===== config.mk =====
export PLATFORM = sky130hd
export DESIGN_NAME = pipe_skid_buffer
export DESIGN_NICKNAME = d
export VERILOG_FILES = /design/src/rtl/pipe_skid_buffer.sv
export SDC_FILE = /design/constraint.sdc
export NUM_CORES = 1
export LEC_CHECK = 0
export BUFFER_PORTS_ARGS = -buffer_cell sky130_fd_sc_hd__buf_2
export CORE_MARGIN = 2
export CORE_UTILIZATION = 51
export DETAILED_ROUTE_END_ITERATION = 8
export HOLD_SLACK_MARGIN = 0.12
export PLACE_DENSITY = 0.87
export SLEW_MARGIN = 20
export SYNTH_ARGS = -nofsm -noshare
export SYNTH_HDL_FRONTEND = slang
export SYNTH_SLANG_ARGS = --single-unit

===== constraint.sdc =====
create_clock -name clk -period 2.5 [get_ports clk]
set_input_delay 0.125 -clock clk [delete_from_list [all_inputs] [get_ports clk]]
set_output_delay 0.125 -clock clk [all_outputs]
set_load 0.005 [all_outputs]

===== src/rtl/pipe_skid_buffer.sv =====
// pipe_skid_buffer: two-entry elastic valid/ready stage with registered ready; optional flush via PIPE_SKID_FLUSH_EN
module pipe_skid_buffer #(
   parameter int WIDTH = 32
) (
   input  logic             clk,
   input  logic             reset,
`ifdef PIPE_SKID_FLUSH_EN
   input  logic             flush,
`endif
   input  logic [WIDTH-1:0] in_data,
   input  logic             in_valid,
   output logic             in_ready,
   output logic [WIDTH-1:0] out_data,
   output logic             out_valid,
   input  logic             out_ready,
   output logic [1:0]       count
);
   localparam logic [1:0] EMPTY = 2'd0;
   localparam logic [1:0] BUSY  = 2'd1;
   localparam logic [1:0] FULL  = 2'd2;
   logic [1:0]       state, state_d;
   logic [WIDTH-1:0] main_q, skid_q;
   logic             in_fire, out_fire, kill;
   logic             load_main, load_skid, main_from_skid;
`ifdef PIPE_SKID_FLUSH_EN
   assign kill = flush;
`else
   assign kill = 1'b0;
`endif
   assign in_ready  = state != FULL;
   assign out_valid = state != EMPTY;
   assign count     = state == FULL ? 2'd2 : state == BUSY ? 2'd1 : 2'd0;
   assign out_data  = main_q;
   assign in_fire   = in_valid & in_ready;
   assign out_fire  = out_valid & out_ready;
   // next occupancy and which storage slot captures this cycle; flush wins over any fire
   always_comb begin
      state_d        = state;
      load_main      = 1'b0;
      load_skid      = 1'b0;
      main_from_skid = 1'b0;
      case (state)
         EMPTY: begin
            state_d   = in_fire ? BUSY : EMPTY;
            load_main = in_fire;
         end
         BUSY: begin
            state_d   = in_fire ? (out_fire ? BUSY : FULL) : (out_fire ? EMPTY : BUSY);
            load_main = in_fire & out_fire;
            load_skid = in_fire & ~out_fire;
         end
         FULL: begin
            state_d        = out_fire ? BUSY : FULL;
            main_from_skid = out_fire;
         end
         default: state_d = EMPTY;
      endcase
      if (kill) begin
         state_d        = EMPTY;
         load_main      = 1'b0;
         load_skid      = 1'b0;
         main_from_skid = 1'b0;
      end
   end
   // occupancy state, cleared asynchronously so held words vanish at once on reset
   always_ff @(posedge clk or posedge reset) begin
      if (reset) state <= EMPTY;
      else       state <= state_d;
   end
   // payload storage needs no reset: it is only observed while out_valid is high
   always_ff @(posedge clk) begin
      main_q <= load_main ? in_data : main_from_skid ? skid_q : main_q;
      skid_q <= load_skid ? in_data : skid_q;
   end
endmodule


==> run summary <==
Tmin final - 2.229 ns
Synthesized Nets - 157
Top cell type's share of synthesized area - 0.7370
Power per cell area - 1044 mW/mm2
Post-route clock period utilization - 0.8914
Peak supply drop - 0.7154 mV
Number of synthesized flops with an enable pin - 64
Worst-Margin Slew - 0.4171 ns
Worst Path Max Fanout - 20
Clock slew at reported path FFs - 0.07 ns
Area of the multi-input gates - 590.6 um2
Via/cell ratio - 4.483
Post-Syn Area - 0.002608 mm2
Num rows - 26
Max-Cap Viols - 0
Outcome - completed
Worst r2r path cells - 8
# IOs - 72
CTS Buf Count - 9
Synth Register Bits - 66
Max_slew headroom - 0.7219
Final Hold Vio Count - 0
CTS tree - done
Pin count of the biggest net entering global routing - 33
CP delay by family, top - multiplexers
Hold_ws - 0.1845 ns
FMAX - 0.4487 GHz
Synthesis-to-finish area growth - 39.06%
Post-CTS sizing - 0
I/O Buffers - 71
Vias - 1421
Final net count - 281
Layout cells sized above 1 - 0.5142
Filler cell count - 323
Antenna cells - 0
Async S/R FF share, synth - 0.03030
Starting Density - 0.5205
Crit. path cell count - 8
Average routed wire per standard cell - 14.19 um
Critical path data required time - 2.57 ns
CP Launch Point - state[1]
# clock sinks - 66
Area leader, netlist - edfxtp_1
Clk root buf - clkbuf_8
Hold/Removal Path Class - in2async
Worst Setup Start Kind - register
Sequential area share after synthesis - 0.7562
Die W - 75.51 um
Critical-path top delay cell - dfrtp_1
RSZ-0062 raised after global routing - no
Initial antenna violation count - 0
Dpl hpwl - 2762 um
Setup TNS Final - 0 ns
CP Cell Sequence - or2_2, nand2_1, inv_1, ha_1, mux2i_1, nor2_4, buf_12, mux2_4
Synth top area cells - edfxtp_1 (74%), mux2_4 (17%), dfrtp_1 (1.9%)
Clk Latency, worst-skew pair - 0.33 ns
Post-DRT Antenna Nets - 0
First-pass GRT wire length - 6506 um
Sequential cell area - 0.001972 mm2
Syn Inst Count - 119
Crit Path Category - reg2reg
Worst EP arrival - 2.30 ns
Worst Setup End Kind - register
Worst stage delay on the critical path - 0.45 ns
Total GRT Usage - 0.1635
Avg Inst Size Synth - 21.91 um2
Skew final - 0.009419 ns
R2R Path Start - state[1]
Routability congestion estimate - 0.7257
Finish-stage setup viols - 0
Core footprint - 0.005010 mm2
Chip height - 75.51 um
Die footprint - 0.005701 mm2
Synthesis Warnings - 0
H-tree depth - 3
Prevailing post-synth register cell - edfxtp_1
DRT Wirelength - 4498 um
CP bufs+invs - 2
Clock Tree Buf Depth - 2
Drt first pass iters - 4
# DRC - 0
Synth unique cells - 17
Vias in the first global route - 1409
Max-slew violations - 0
DR iter-0 viols - 84
Pleak - 1.513 nW
Total gr overflow - 0
## sequential cells by signal, indices dropped and copies added (netlist names)
signal	flops
skid_q	32
out_data	32
state	2
## Yosys cell counts (all sizes together), types with 2 or more instances
library cell / instances
inv: 3
mux2: 32
nor2: 2
a21o: 2
ha: 2
dfrtp: 2
mux2i: 2
and2: 2
buf: 3
edfxtp: 64
## per-stage QoR
| stage | worst slack (ns) | total power, mW | instances | util | area (um2) |
|---|---|---|---|---|---|
| 2_1_floorplan | 0.3474 | 2.522 | 119 | - | 2608 |
| 3_3_place_gp | 0.2549 | 2.861 | 261 | 0.6106 | 3059 |
| 3_5_place_dp | 0.1603 | 2.899 | 261 | 0.6106 | 3059 |
| 4_1_cts | 0.1419 | 3.744 | 310 | 0.7133 | 3573 |
| 5_1_grt | 0.1261 | 4.008 | 317 | 0.7238 | 3626 |
| 6_report | 0.2714 | 3.786 | 317 | 0.7238 | 3626 |
## path summary, 6_finish.rpt
| kind | endpoint | slack, ns |
|---|---|---|
| hold reg to reg | out_data[11] | 0.55 |
| max in group asynchronous | state[0] | 2.20 |
| setup reg to reg | out_data[24] | 0.27 |
| hold / removal | state[1] | 0.18 |
| setup / recovery | out_data[24] | 0.27 |
| min in group clk | state[0] | 0.24 |
## cell families (layout without fill, tap and decap cells)
logic type,Yosys count,after routing,synth area share
and+or+nand+nor,8,8,0.01919
muxes,34,34,0.1891
buffers and inverters,6,134,0.01727
adders and majority gates,2,2,0.009595
AOI/OAI and AO/OA,3,3,0.008637
DFF,66,66,0.7562
## worst reg2reg max path, delay by kind of cell (launching register included)
family	cells	cell delay [ns]
fa+ha+maj	1	0.20
mux	2	0.57
buf+inv	2	0.24
flops	1	0.45
simple gates	3	0.52
## cell usage in the layout, fill, tap and decap left out
master,netlist,final
dlygate4sd3_1,0,34
buf_2,0,71
clkbuf_1,0,1
mux2i_1,2,2
o21bai_1,1,1
nor2_4,1,1
clkinv_1,0,3
edfxtp_1,64,64
and2_1,2,2
ha_1,2,2
mux2_2,2,2
buf_12,0,1
nand2b_1,1,1
bufinv_16,0,1
nor2_1,1,1
mux2_4,30,30
nor2b_1,1,1
nand2_1,1,1
a21o_1,2,2
inv_1,3,3
clkinv_2,0,1
buf_4,0,10
or2_2,1,1
dfrtp_1,2,2
clkbuf_8,0,9
## layout make-up
type / count / share of cell area
sequential: 66 / 0.5438
timing repair buffer: 116 / 0.2181
multi-input combinational: 47 / 0.1629
clock buffer: 10 / 0.03520
tap: 70 / 0.02415
clock inverter: 5 / 0.01277
inverter: 3 / 0.003106
## report_power, final
| group | leakage [nW] | switching (mW) | internal (mW) | total, mW |
|---|---|---|---|---|
| Combinational | 0.802 | 0.537 | 0.681 | 1.22 |
| Clock | 0.0886 | 0.355 | 0.443 | 0.799 |
| Sequential | 0.623 | 0.0948 | 1.67 | 1.77 |
## layer usage
layer / GRT usage / up-vias / part of all wire
met3: 0.04233 / 9 / 0.051
met5: 0 / - / 0
met4: 0.1150 / 0 / 0.025
li1: - / 709 / -
met1: 0.1938 / 650 / 0.42
met2: 0.2609 / 53 / 0.50
## timing repair
item	4_1_cts	5_1_grt
hold buffers	34	0
hold endpoints to repair	59	0
endpoints found under the setup margin	0	17
setup buffers	0	7
Note: power is estimated with default switching activity, not from simulation.
